### src/rtl/cpu_mem_pkg.sv
`timescale 1ns/1ps
// Shared types for the CPU memory-port arbiter: FSM states, owner encoding, default widths.
package cpu_mem_pkg;

  localparam int unsigned AW_DEF = 32;
  localparam int unsigned DW_DEF = 32;

  typedef enum logic [1:0] {
    IDLE = 2'd0,
    REQ  = 2'd1,
    RSP  = 2'd2
  } state_e;

  typedef enum logic {
    OWN_IF  = 1'b0,
    OWN_LSU = 1'b1
  } owner_e;

endpackage

### src/rtl/mem_arb_prio.sv
`timescale 1ns/1ps
// Winner select for the memory port: LSU has fixed priority unless IF has been
// passed over STARVE_LIMIT times in a row, tracked by a saturating starvation counter.
module mem_arb_prio
  import cpu_mem_pkg::*;
#(
  parameter int unsigned STARVE_LIMIT = 4
) (
  input  logic   clk_i,
  input  logic   rst_ni,
  input  logic   if_req_i,
  input  logic   lsu_req_i,
  input  logic   grant_i,
  output owner_e winner_o
);

  localparam logic [3:0] LIMIT = 4'(STARVE_LIMIT);

  logic [3:0] starve_cnt_q, starve_cnt_d;

  always_comb begin
    winner_o = OWN_LSU;
    if (if_req_i && (!lsu_req_i || starve_cnt_q == LIMIT)) winner_o = OWN_IF;
  end

  // Only an LSU win over a waiting IF counts as starvation; any other grant clears it.
  always_comb begin
    starve_cnt_d = starve_cnt_q;
    if (grant_i) begin
      if (winner_o == OWN_LSU && if_req_i)
        starve_cnt_d = (starve_cnt_q == LIMIT) ? LIMIT : starve_cnt_q + 4'd1;
      else
        starve_cnt_d = '0;
    end
  end

  always_ff @(posedge clk_i or negedge rst_ni) begin
    if (!rst_ni) starve_cnt_q <= '0;
    else         starve_cnt_q <= starve_cnt_d;
  end

endmodule

### src/rtl/mem_port_arbiter.sv
`timescale 1ns/1ps
// Shares the single memory port between instruction fetch and load/store,
// one transaction outstanding at a time (IDLE -> REQ -> RSP).
module mem_port_arbiter
  import cpu_mem_pkg::*;
#(
  parameter int unsigned AW           = AW_DEF,
  parameter int unsigned DW           = DW_DEF,
  parameter int unsigned STARVE_LIMIT = 4
) (
  input  logic            clk,
  input  logic            rst,
  input  logic            if_req,
  input  logic [AW-1:0]   if_addr,
  output logic            if_gnt,
  output logic            if_rvalid,
  output logic [DW-1:0]   if_rdata,
  input  logic            lsu_req,
  input  logic            lsu_we,
  input  logic [AW-1:0]   lsu_addr,
  input  logic [DW-1:0]   lsu_wdata,
  input  logic [DW/8-1:0] lsu_be,
  output logic            lsu_gnt,
  output logic            lsu_rvalid,
  output logic [DW-1:0]   lsu_rdata,
  output logic            mem_req,
  output logic            mem_we,
  output logic [AW-1:0]   mem_addr,
  output logic [DW-1:0]   mem_wdata,
  output logic [DW/8-1:0] mem_be,
  input  logic            mem_gnt,
  input  logic            mem_rvalid,
  input  logic [DW-1:0]   mem_rdata
);

  state_e            state_q, state_d;
  owner_e            owner_q, owner_d, winner;
  logic              mem_req_q, mem_req_d;
  logic              mem_we_q, mem_we_d;
  logic [AW-1:0]     mem_addr_q, mem_addr_d;
  logic [DW-1:0]     mem_wdata_q, mem_wdata_d;
  logic [DW/8-1:0]   mem_be_q, mem_be_d;
  logic              grant, rsp_hit;

  assign grant = (state_q == IDLE) && (if_req || lsu_req);

  mem_arb_prio #(.STARVE_LIMIT(STARVE_LIMIT)) u_prio (
    .clk_i     (clk),
    .rst_ni    (rst),
    .if_req_i  (if_req),
    .lsu_req_i (lsu_req),
    .grant_i   (grant),
    .winner_o  (winner)
  );

  always_ff @(posedge clk or negedge rst) begin
    if (!rst) begin
      state_q     <= IDLE;
      owner_q     <= OWN_LSU;
      mem_req_q   <= 1'b0;
      mem_we_q    <= 1'b0;
      mem_addr_q  <= '0;
      mem_wdata_q <= '0;
      mem_be_q    <= '0;
    end else begin
      state_q     <= state_d;
      owner_q     <= owner_d;
      mem_req_q   <= mem_req_d;
      mem_we_q    <= mem_we_d;
      mem_addr_q  <= mem_addr_d;
      mem_wdata_q <= mem_wdata_d;
      mem_be_q    <= mem_be_d;
    end
  end

  always_comb begin
    state_d = state_q;
    unique case (state_q)
      IDLE:    if (if_req || lsu_req) state_d = REQ;
      REQ:     if (mem_gnt)           state_d = RSP;
      RSP:     if (mem_rvalid)        state_d = IDLE;
      default:                        state_d = IDLE;
    endcase
  end

  // Payload is captured once in IDLE and held until the next grant; IF fetches are full-word reads.
  always_comb begin
    owner_d     = owner_q;
    mem_req_d   = mem_req_q;
    mem_we_d    = mem_we_q;
    mem_addr_d  = mem_addr_q;
    mem_wdata_d = mem_wdata_q;
    mem_be_d    = mem_be_q;
    if (grant) begin
      owner_d   = winner;
      mem_req_d = 1'b1;
      if (winner == OWN_LSU) begin
        mem_we_d    = lsu_we;
        mem_addr_d  = lsu_addr;
        mem_wdata_d = lsu_wdata;
        mem_be_d    = lsu_be;
      end else begin
        mem_we_d    = 1'b0;
        mem_addr_d  = if_addr;
        mem_wdata_d = '0;
        mem_be_d    = '1;
      end
    end else if (state_q == REQ && mem_gnt) begin
      mem_req_d = 1'b0;
    end

    rsp_hit    = (state_q == RSP) && mem_rvalid;
    if_gnt     = (state_q == REQ) && mem_gnt && (owner_q == OWN_IF);
    lsu_gnt    = (state_q == REQ) && mem_gnt && (owner_q == OWN_LSU);
    if_rvalid  = rsp_hit && (owner_q == OWN_IF);
    lsu_rvalid = rsp_hit && (owner_q == OWN_LSU);
    if_rdata   = if_rvalid  ? mem_rdata : '0;
    lsu_rdata  = lsu_rvalid ? mem_rdata : '0;
  end

  assign mem_req   = mem_req_q;
  assign mem_we    = mem_we_q;
  assign mem_addr  = mem_addr_q;
  assign mem_wdata = mem_wdata_q;
  assign mem_be    = mem_be_q;

  // Protocol violations by the requesters or the memory are not recovered, only flagged.
  a_if_hold:   assert property (@(posedge clk) disable iff (!rst) (if_req && !if_gnt) |=> if_req);
  a_lsu_hold:  assert property (@(posedge clk) disable iff (!rst) (lsu_req && !lsu_gnt) |=> lsu_req);
  a_gnt_req:   assert property (@(posedge clk) disable iff (!rst) mem_gnt |-> (state_q == REQ));
  a_rv_rsp:    assert property (@(posedge clk) disable iff (!rst) mem_rvalid |-> (state_q == RSP));

endmodule

### config.mk
export PLATFORM = sky130hd
export DESIGN_NAME = mem_port_arbiter
export DESIGN_NICKNAME = d
export VERILOG_FILES = /design/src/rtl/cpu_mem_pkg.sv /design/src/rtl/mem_arb_prio.sv /design/src/rtl/mem_port_arbiter.sv
export SDC_FILE = /design/constraint.sdc
export NUM_CORES = 1
export LEC_CHECK = 0
export CAP_MARGIN = 10
export CORE_MARGIN = 2
export CORE_UTILIZATION = 25
export CTS_CLUSTER_DIAMETER = 80
export DETAILED_ROUTE_END_ITERATION = 16
export GPL_TIMING_DRIVEN = 0
export MAX_ROUTING_LAYER = met4
export PLACE_DENSITY = 0.68
export SLEW_MARGIN = 5
export SYNTH_ARGS = -nofsm -noshare
export SYNTH_HDL_FRONTEND = slang
export SYNTH_SLANG_ARGS = --single-unit
### constraint.sdc
create_clock -name clk -period 1.4 [get_ports clk]
set_input_delay 0.28 -clock clk [delete_from_list [all_inputs] [get_ports clk]]
set_output_delay 0.28 -clock clk [all_outputs]
set_load 0.01 [all_outputs]
==> results.toml <==
[timing]
final-hold-violation-count = 0
finalWorstPathRequiredPeriod_ps = 2060
finalSetupViolations = 142
setup_tns_ps = -51510
rsz0062_at_grt = "yes"
fmax_mhz = 485
slew_headroom_pct = 67.3
worst_slew_pin_slew_ps = 491
slew_violations = 0
finalCritPeriodShare_pct = 147
timing.final.ws_setup_ps = -662
fin_skew_ps = 6.97
worst_hold_slack_ps = 422

[die]
rows = 45
ios = 277
core-area_sq_mm = 0.0150
die_h_um = 128
fp.dieW_um = 128
dieArea_sq_mm = 0.0163
start_util_pct = 25.4

[grt]
antenna_found_initial = 6
grt_overflow = 0
grt_pass1_vias = 4673
grt_max_degree = 45
grt_pass1_wl_um = 25600
grt_usage_pct = 21.5

[worst_setup_path]
crit_end = "if_rdata[4]"
crit_buf_inv = 3
crit_path_start_kind = "flop"
cp-end-kind = "output port"
r2r_setup_slack_ps = -220
crit_chain = "nand2b_4, nor3_4, buf_4, buf_8, and2_1, buf_2"
r2r_cells = 9
arrival_ps = 1780
worstPathRequired_ps = 1120
critical_path.startpoint = "state_q[0]"
crit_family = "simple AND/OR/NAND/NOR gates"
r2r-end = "mem_wdata[5]"
crit_cells = 6
critPathMaxFanout = 5
crit_type = "reg2out"
r2r_start = "u_prio.starve_cnt_q[1]"
critPathSlowestCell = "dfrtp_1"
critPathMaxStageDelay_ps = 380

[routing]
drt_iter0_drc = 163
wl_per_cell_um = 18.0
via_count = 4630
drc = 0
routed_via_density = 4.65
antenna_left = 0
wl_um = 17900
dr.pass1.iters = 4

[status]
violations = "negative setup slack"
status = "finished, violations left"

[synth]
synthesis.area_sq_mm = 0.00382
syn_inst = 450
syn_nets = 591
avgSynthCellArea_sq_um = 8.48
ys_ff_latch = 77
ys_warn_count = 0
ys_types = 29
ys_seq_area_share_pct = 50.5

[final_layout]
instances_no_fill = 995
design_area_sq_mm = 0.00902
layout.nets = 937
final_layout_size_suffix_gt1_share_pct = 47.2
n_fill_cell = 1255
fin_util_pct = 60.0
syn2layout_area_growth_pct = 136

[pwr]
fin_total_pwr_mw = 14.2
p_per_area_mw_per_mm2 = 1570
ir_drop_uv = 995
p_leak_nw = 4.20

[cts]
cts_root_buf = "clkbuf_16"
htreeDepth = 3
clk_pin_slew_ps = 70
cts.sinks = 77
cts.path.max_buffers = 2
clkLatencyLatePin_ps = 340
cts_made_buffers = 9
cts_tree = "built"

[placement]
portBuffers = 276
place_area_sq_mm = 0.00693
gp_congestion = 0.817
place_hpwl_um = 11600
post-place-ws_ps = -1030
dp_cells = 915

[hold_path]
hold_path.class = "in2reg"

[job]
drv_cap = 0
## final cells by class
class	count	area (sq um)	share of cell area (%)
Buffer	31	444	4.92
Clock buffer	11	253	2.80
Sequential cell	77	1930	21.4
Tap cell	188	235	2.61
Antenna cell	6	15.0	0.166
Multi-Input combinational cell	337	2570	28.5
Clock inverter	5	67.6	0.749
Inverter	4	15.0	0.166
Timing Repair Buffer	336	3490	38.7
## power breakdown
group          internal, mW  total, mW  switching [mW]
Sequential             3.27       3.78           0.506
Combinational          3.93       7.90            3.97
Clock                  1.50       2.54            1.03
## state kept, by name, indices dropped and copies added (netlist names)
signal / count
u_prio.starve_cnt_q: 4
mem_wdata: 32
mem_we: 1
mem_addr: 32
mem_be: 4
state_q: 2
owner_q: 1
mem_req: 1
## kinds of logic after synthesis
kind of cell	Yosys count	synth area share, %
compound gates	79	11.1
fa+ha+maj	2	0.655
buf+inv	36	5.77
flops	77	50.5
simple gates	256	32.0
## cells in the final DEF, fill, tap and decap left out, types with 2 or more instances in the layout
master	instances
o21ai_2	5
o21ai_0	2
dfrtp_1	75
clkbuf_16	14
buf_8	13
dlygate4sd2_1	71
nand3_2	32
clkdlybuf4s50_1	135
a21oi_2	55
and2_1	15
nand3_4	2
clkinv_4	3
buf_12	10
nand2_2	11
nor3_4	2
a21oi_4	6
buf_4	14
buf_6	91
clkbuf_8	5
buf_16	6
buf_2	17
nand3_1	2
a21oi_1	3
diode_2	6
nand2_4	26
nand2_1	75
inv_2	3
nor2_1	33
and2_4	49
## per-layer routing
metal | vias to the layer above | share of wire [%] | GRT usage (%)
met3 | 29 | 6.6 | 5.74
met2 | 214 | 53 | 37.9
met1 | 2208 | 36 | 21.8
met5 | - | 0 | -
li1 | 2179 | - | -
met4 | 0 | 4.1 | 11.3
## synthesized netlist by cell type
master | n | share of area, %
nor3_2 | 2 | 0.52
dfrtp_1 | 76 | 50
and2_1 | 64 | 10
nand3_2 | 1 | 0.26
o41ai_1 | 1 | 0.23
nand4_1 | 1 | 0.16
buf_6 | 8 | 2.4
o21ai_1 | 1 | 0.13
ha_1 | 2 | 0.66
buf_2 | 17 | 2.2
clkbuf_1 | 6 | 0.59
nand3b_1 | 1 | 0.20
a21bo_2 | 1 | 0.26
or4_1 | 1 | 0.20
o21a_1 | 1 | 0.20
o21ai_0 | 8 | 1.0
inv_1 | 4 | 0.39
o22ai_1 | 1 | 0.16
a21boi_4 | 1 | 0.49
nand3b_4 | 1 | 0.52
nand2_1 | 112 | 11
nor2_1 | 35 | 3.4
nand2b_1 | 2 | 0.33
a21o_1 | 1 | 0.20
nand3_1 | 35 | 4.6
a21oi_1 | 64 | 8.4
nor4b_1 | 1 | 0.23
buf_4 | 1 | 0.20
dfstp_2 | 1 | 0.69
## worst reg2reg max path: cells and delay by family, from the launching register on
kind,cells,cell delay (ps)
simple gates,3,210
flops,1,400
compound gates,1,270
buf+inv,4,500
fa+ha+maj,1,140
## what timing repair did
action                                 in CTS  in global routing
setup buffers                              32                 12
endpoints found under the hold margin      33                  0
setup endpoints to repair                 214                143
resized for setup                         572                162
pin swaps                                 128                 52
hold buffers                                1                  0
gates cloned                               17                  3
## how the worst min path moves through the flow
stage,depth (start not counted),start,endpoint,slack (ps)
5_1_grt,3,if_req,u_prio.starve_cnt_q[3],430
6_report,3,if_req,u_prio.starve_cnt_q[3],420
3_3_place_gp,2,mem_be[3],mem_be[3],450
4_1_cts,2,rst,mem_addr[17],450
2_1_floorplan,0,rst,mem_addr[0],-20
3_5_place_dp,1,rst,mem_addr[17],280
Note: power is estimated with default switching activity, not from simulation.
